==> src/rtl/riscv_realign_pkg.sv <==
// Shared types and helpers for the fetch realigner: FSM states, buffer depth, RVC detection.
package riscv_realign_pkg;

    typedef enum logic {
        RUN       = 1'b0,
        SKIP_HALF = 1'b1
    } state_t;

    localparam int HB_DEPTH = 3;

    function automatic logic is_compressed(input logic [15:0] halfword);
        return halfword[1:0] != 2'b11;
    endfunction

endpackage

==> src/rtl/riscv_realign_hwbuf.sv <==
// Three-entry halfword FIFO: pops apply before pushes within a cycle; clear drops all entries.
// Zero-cycle read of head entries from registers; the caller guarantees no overflow.
module riscv_realign_hwbuf
    import riscv_realign_pkg::*;
(
    input  logic        clk,
    input  logic        rst_n,
    input  logic        clear,
    input  logic        push1,
    input  logic        push2,
    input  logic [15:0] push_lo,
    input  logic [15:0] push_hi,
    input  logic        pop1,
    input  logic        pop2,
    output logic [15:0] head0,
    output logic [15:0] head1,
    output logic [1:0]  count
);

    logic [15:0] hb     [HB_DEPTH];
    logic [15:0] hb_nxt [HB_DEPTH];
    logic [1:0]  cnt_pop;
    logic [1:0]  cnt_nxt;

    always_comb begin
        hb_nxt  = hb;
        cnt_pop = count;
        if (pop2) begin
            hb_nxt[0] = hb[2];
            cnt_pop   = count - 2'd2;
        end else if (pop1) begin
            hb_nxt[0] = hb[1];
            hb_nxt[1] = hb[2];
            cnt_pop   = count - 2'd1;
        end
        // Pushed halfwords land right behind whatever survives the pop.
        for (int i = 0; i < HB_DEPTH; i++) begin
            if ((push1 || push2) && 2'(i) == cnt_pop)
                hb_nxt[i] = push_lo;
            else if (push2 && 2'(i) == cnt_pop + 2'd1)
                hb_nxt[i] = push_hi;
        end
        cnt_nxt = cnt_pop + (push2 ? 2'd2 : (push1 ? 2'd1 : 2'd0));
    end

    always_ff @(posedge clk) begin
        if (!rst_n) begin
            count <= 2'd0;
            for (int i = 0; i < HB_DEPTH; i++) hb[i] <= 16'h0;
        end else if (clear) begin
            count <= 2'd0;
        end else begin
            count <= cnt_nxt;
            hb    <= hb_nxt;
        end
    end

    assign head0 = hb[0];
    assign head1 = hb[1];

endmodule

==> src/rtl/riscv_fetch_realigner.sv <==
// Realigns word fetches into RVC/32-bit instructions; one cycle latency, or zero with RISCV_REALIGN_BYPASS_EN.
// Fetch stalls once two or more halfwords are buffered; outputs hold while the decoder stalls.
module riscv_fetch_realigner
    import riscv_realign_pkg::*;
#(
    parameter int              XLEN     = 64,
    parameter logic [XLEN-1:0] RESET_PC = '0
) (
    input  logic            i_riscv_realign_clk,
    input  logic            i_riscv_realign_rst_n,
    output logic [XLEN-1:0] o_riscv_realign_fetch_addr,
    input  logic [31:0]     i_riscv_realign_fetch_word,
    input  logic            i_riscv_realign_fetch_valid,
    output logic            o_riscv_realign_fetch_ready,
    input  logic            i_riscv_realign_flush,
    input  logic [XLEN-1:0] i_riscv_realign_flush_pc,
    output logic [31:0]     o_riscv_realign_inst,
    output logic [XLEN-1:0] o_riscv_realign_pc,
    output logic            o_riscv_realign_compressed,
    output logic            o_riscv_realign_valid,
    input  logic            i_riscv_realign_ready
);

    logic            clk;
    logic            rst_n;
    logic            flush;
    logic [31:0]     word;
    state_t          state;
    logic [XLEN-1:0] head_pc;
    logic [XLEN-1:0] fetch_addr;
    logic [15:0]     hb0;
    logic [15:0]     hb1;
    logic [1:0]      count;
    logic            buf_cmp;
    logic            buf_valid;
    logic            fetch_ready;
    logic            accept;
    logic            byp;
    logic            out_valid;
    logic            out_cmp;
    logic [31:0]     out_inst;
    logic            consume;
    logic            push1;
    logic            push2;
    logic [15:0]     push_lo;
    logic [15:0]     push_hi;
    logic            pop1;
    logic            pop2;
    logic            flush_pc_bit0_unused;

    assign clk                  = i_riscv_realign_clk;
    assign rst_n                = i_riscv_realign_rst_n;
    assign flush                = i_riscv_realign_flush;
    assign word                 = i_riscv_realign_fetch_word;
    assign flush_pc_bit0_unused = i_riscv_realign_flush_pc[0];

    always_comb begin
        buf_cmp     = (count >= 2'd1) && is_compressed(hb0);
        buf_valid   = buf_cmp || (count >= 2'd2);
        fetch_ready = rst_n && (count <= 2'd1) && !flush;
        accept      = i_riscv_realign_fetch_valid && fetch_ready;
        byp         = 1'b0;
        out_valid   = rst_n && !flush && buf_valid;
        out_cmp     = buf_cmp;
        out_inst    = buf_cmp ? {16'h0, hb0} : {hb1, hb0};
        push1       = 1'b0;
        push2       = 1'b0;
        push_lo     = word[15:0];
        push_hi     = word[31:16];
        if (accept) begin
            if (state == SKIP_HALF) begin
                push1   = 1'b1;
                push_lo = word[31:16];
            end else begin
                push2 = 1'b1;
            end
        end
`ifdef RISCV_REALIGN_BYPASS_EN
        byp = accept && (count == 2'd0) && (state == RUN);
        if (byp) begin
            out_valid = 1'b1;
            out_cmp   = is_compressed(word[15:0]);
            out_inst  = out_cmp ? {16'h0, word[15:0]} : word;
        end
`endif
        consume = out_valid && i_riscv_realign_ready;
        pop1    = consume && !byp && out_cmp;
        pop2    = consume && !byp && !out_cmp;
        // A consumed bypass instruction only leaves its spare upper halfword behind.
        if (byp && consume) begin
            push2   = 1'b0;
            push1   = out_cmp;
            push_lo = word[31:16];
        end
    end

    always_ff @(posedge clk) begin
        if (!rst_n) begin
            state      <= RUN;
            head_pc    <= RESET_PC;
            fetch_addr <= RESET_PC;
        end else if (flush) begin
            head_pc    <= {i_riscv_realign_flush_pc[XLEN-1:1], 1'b0};
            fetch_addr <= {i_riscv_realign_flush_pc[XLEN-1:2], 2'b00};
            state      <= i_riscv_realign_flush_pc[1] ? SKIP_HALF : RUN;
        end else begin
            if (accept) begin
                fetch_addr <= fetch_addr + XLEN'(4);
                state      <= RUN;
            end
            if (consume)
                head_pc <= head_pc + (out_cmp ? XLEN'(2) : XLEN'(4));
        end
    end

    riscv_realign_hwbuf u_hwbuf (
        .clk     (clk),
        .rst_n   (rst_n),
        .clear   (flush),
        .push1   (push1),
        .push2   (push2),
        .push_lo (push_lo),
        .push_hi (push_hi),
        .pop1    (pop1),
        .pop2    (pop2),
        .head0   (hb0),
        .head1   (hb1),
        .count   (count)
    );

    assign o_riscv_realign_fetch_addr  = fetch_addr;
    assign o_riscv_realign_fetch_ready = fetch_ready;
    assign o_riscv_realign_valid       = out_valid;
    assign o_riscv_realign_compressed  = rst_n && out_cmp;
    assign o_riscv_realign_inst        = rst_n ? out_inst : 32'h0;
    assign o_riscv_realign_pc          = head_pc;

endmodule

==> config.mk <==
export PLATFORM = sky130hd
export DESIGN_NAME = riscv_fetch_realigner
export DESIGN_NICKNAME = d
export VERILOG_FILES = /design/src/rtl/riscv_realign_pkg.sv /design/src/rtl/riscv_realign_hwbuf.sv /design/src/rtl/riscv_fetch_realigner.sv
export SDC_FILE = /design/constraint.sdc
export NUM_CORES = 1
export LEC_CHECK = 0
export ABC_AREA = 1
export CAP_MARGIN = 10
export CORE_MARGIN = 3
export CORE_UTILIZATION = 52
export CTS_CLUSTER_SIZE = 16
export DETAILED_ROUTE_END_ITERATION = 16
export PLACE_DENSITY_LB_ADDON = 0.1
export SYNTH_ARGS = -nofsm -noshare
export SYNTH_HDL_FRONTEND = slang
export SYNTH_SLANG_ARGS = --single-unit
==> constraint.sdc <==
create_clock -name i_riscv_realign_clk -period 3.7 [get_ports i_riscv_realign_clk]
set_input_delay 0.925 -clock i_riscv_realign_clk [delete_from_list [all_inputs] [get_ports i_riscv_realign_clk]]
set_output_delay 0.925 -clock i_riscv_realign_clk [all_outputs]
set_load 0.01 [all_outputs]
==> reports/results.ini <==
[floorplanning]
dieArea_mm2=0.02582
fp.dieW_um=160.7
io_pins=264
core-area_mm2=0.02305
initial_core_util_pct=53.98
rows=55
dieHeight_um=160.7

[worst_setup_path]
rrSetupSlack_ns=0.22
startpoint_type=flip-flop
crit_fanout=6
path_class=flip-flop to primary output
end_kind=primary output
reg2reg_from=u_hwbuf.count[1]$_SDFF_PP0_
cp_slowest_cell=clkdlybuf4s50_1
r2r_cells=16
arrival_ns=2.55
critical-path-max-stage-delay_ns=0.62
r2r-end=o_riscv_realign_pc[57]$_SDFFE_PN0P_
required_ns=2.77
crit_chain=inv_1 -> ha_1 -> inv_1 -> nand2_1 -> a21oi_1 -> clkdlybuf4s50_1
crit_top_cell=inv_1

[timing]
min_period_ns=3.479
fin_crit_sh_pct=94.04
rsz0062_at_grt=false
clock_skew_ns=0.01645
worst_pin_slew_ns=0.9777
slew-limit-headroom_pct=34.82
hold_viol=0
drv_slew=0
tns_ns=0
setup_viol=0
fin_ws_ns=0.2207
clock.fmax_mhz=287.4

[cts]
cts_buffers=17
cts-root-buf=clkbuf_16
cts_tree=yes
clk_latency_ns=0.45
ctsHtreeMaxLevel=4
cts_setup_buffers=0
cts.path.max_buffers=2
path_clk_slew_ns=0.08
cts-resized-gates=0
cts_hold_buffers=0
clkSinkCount=176

[global_routing]
grtUsageMet1_pct=49.40
grt_pass1_vias=14344
grt_busiest_layer=met2
overflow=0
gr-usage-met2_pct=64.95
antenna_found_initial=5
grt_pass1_wl_um=82060
grtUsageMet3_pct=12.02
grt_start_max_net_pins=81
grt_usage_pct=40.49

[status]
outcome=finished clean

[route]
wl_um=54220
drc=0
wl_per_cell_um=20.24
postRouteAntennaNets=0
drt_iter0_markers=2200
vias=15591
vias_per_cell=5.820
first_pass_iters=6

[placed_design]
dp_cells=2647
globalplace.congestion=1.039
dpl_cell_area_mm2=0.01528
portBuffers=259
dp_hpwl_um=41400
pre_cts_slack_ns=0.2756

[hold_path]
min_to=u_hwbuf.hb[11]$_SDFFE_PN0P_
hp-class=flip-flop to flip-flop
min_path_cells=2
min_from=u_hwbuf.hb[11]$_SDFFE_PN0P_

[power]
p_per_area_mw_per_mm2=317.8
ir_drop_uv=294.0
power.total_uw=5036
p_leak_uw=0.006171

[final_layout]
final_area_mm2=0.01585
drive_gt1_share_pct=4.311
final_cells=2679
syn2layout_area_growth_pct=27.35
n_fill_cell=2107
fin_nets=2461
diodes=0

[yosys]
synthesis.area_mm2=0.01244
synth_most_common_cell=nand2_1
synthArstFlopShare_pct=0
ys_top_cells_by_area=dfxtp_1 (28%), nand2_1 (19%), nor2_1 (9.8%)
yosysUniqueCellTypes=45
ys_ff_latch=176
synth.top_cell.area_share_pct=28.32
avgSynthCellArea_um2=5.842
synth_common_cells=nand2_1 (623), nor2_1 (325), inv_1 (238), dfxtp_1 (176), o21ai_0 (134)
ys.warnings.count=0
yosysSeqAreaShare_pct=28.32
synth_flop_cell=dfxtp_1
synthCells=2130
synth_area_leader_cell=dfxtp_1
synth_edf_count=0

[flow_run]
cap_violations=0

[area by class of cell]
type	count	area (µm²)	share of cell area, %
multi-input cells	1618	7570	47.77
well taps	313	391.6	2.471
repair buffers	292	2855	18.02
clock inverters	15	143.9	0.9080
flip-flops and latches	176	3523	22.23
clock buffers	17	425.4	2.685
inverters	248	937.1	5.914
[state kept, by name, summed over array words and instances, names as in the netlist]
name / cells
o_riscv_realign_fetch_addr: 62
o_riscv_realign_pc: 63
state: 1
u_hwbuf.count: 2
u_hwbuf.hb: 16
u_hwbuf.head0: 16
u_hwbuf.head1: 16
[worst max-delay path by stage]
| stage | from | end | slack [ns] |
|---|---|---|---|
| after global placement | i_riscv_realign_ready | u_hwbuf.head0[0]$_SDFFE_PN0P_ | 0.34 |
| after CTS | u_hwbuf.count[1]$_SDFF_PP0_ | o_riscv_realign_pc[57]$_SDFFE_PN0P_ | 0.29 |
| final | u_hwbuf.count[1]$_SDFF_PP0_ | o_riscv_realign_valid | 0.22 |
| after floorplan | u_hwbuf.count[1]$_SDFF_PP0_ | o_riscv_realign_pc[57]$_SDFFE_PN0P_ | 0.45 |
| after global routing | u_hwbuf.count[1]$_SDFF_PP0_ | o_riscv_realign_pc[57]$_SDFFE_PN0P_ | 0.03 |
| after detailed placement | i_riscv_realign_ready | u_hwbuf.head0[0]$_SDFFE_PN0P_ | 0.28 |
[cells in the final DEF, fill, tap and decap left out, drive strengths merged, types with 35 or more instances in the layout]
master,count
a21oi,114
a31oi,41
buf,35
clkdlybuf4s50,257
dfxtp,176
inv,254
nand2,630
nand3,112
nand4,48
nor2,331
nor3,64
o21ai,160
xor2,66
[through the flow]
step | utilization [%] | hold slack, ns
floorplan | - | 0.4774
global placement | 66.27 | 0.4844
detailed placement | 66.27 | 0.4999
CTS | 68.74 | 0.5210
global route | 68.74 | 0.5484
finish | 68.74 | 0.5251
[worst max-delay path, delay by kind of cell (launching register included)]
| kind | cells | cell delay [ns] |
|---|---|---|
| buf+inv | 3 | 0.86 |
| flops | 1 | 0.43 |
| compound gates | 1 | 0.39 |
| fa+ha+maj | 1 | 0.25 |
| simple gates | 1 | 0.17 |
[power breakdown]
group / switching [µW] / internal [µW] / total, µW
clock: 933 / 899 / 1830
sequential: 156 / 2020 / 2170
combinational: 575 / 457 / 1030
[per-layer routing]
metal  share of wire (%)  wire (µm)  up-vias
met5                0.12         66        -
met4                 5.9       3224       10
met3                  13       7046      226
met2                  44      24020     1085
met1                  37      19860     7020
li1                    -          -     7250
[logic make-up after synthesis]
family | count (synthesis) | synth area share (%)
and+or+nand+nor | 1193 | 39.95
other | 1 | 0.03014
DFF | 176 | 28.32
buffers and inverters | 338 | 10.91
adders and majority gates | 7 | 0.7642
xor gates and xnor gates | 75 | 5.279
AOI/OAI and AO/OA | 340 | 14.75
Power figures use the tool's default switching activity.
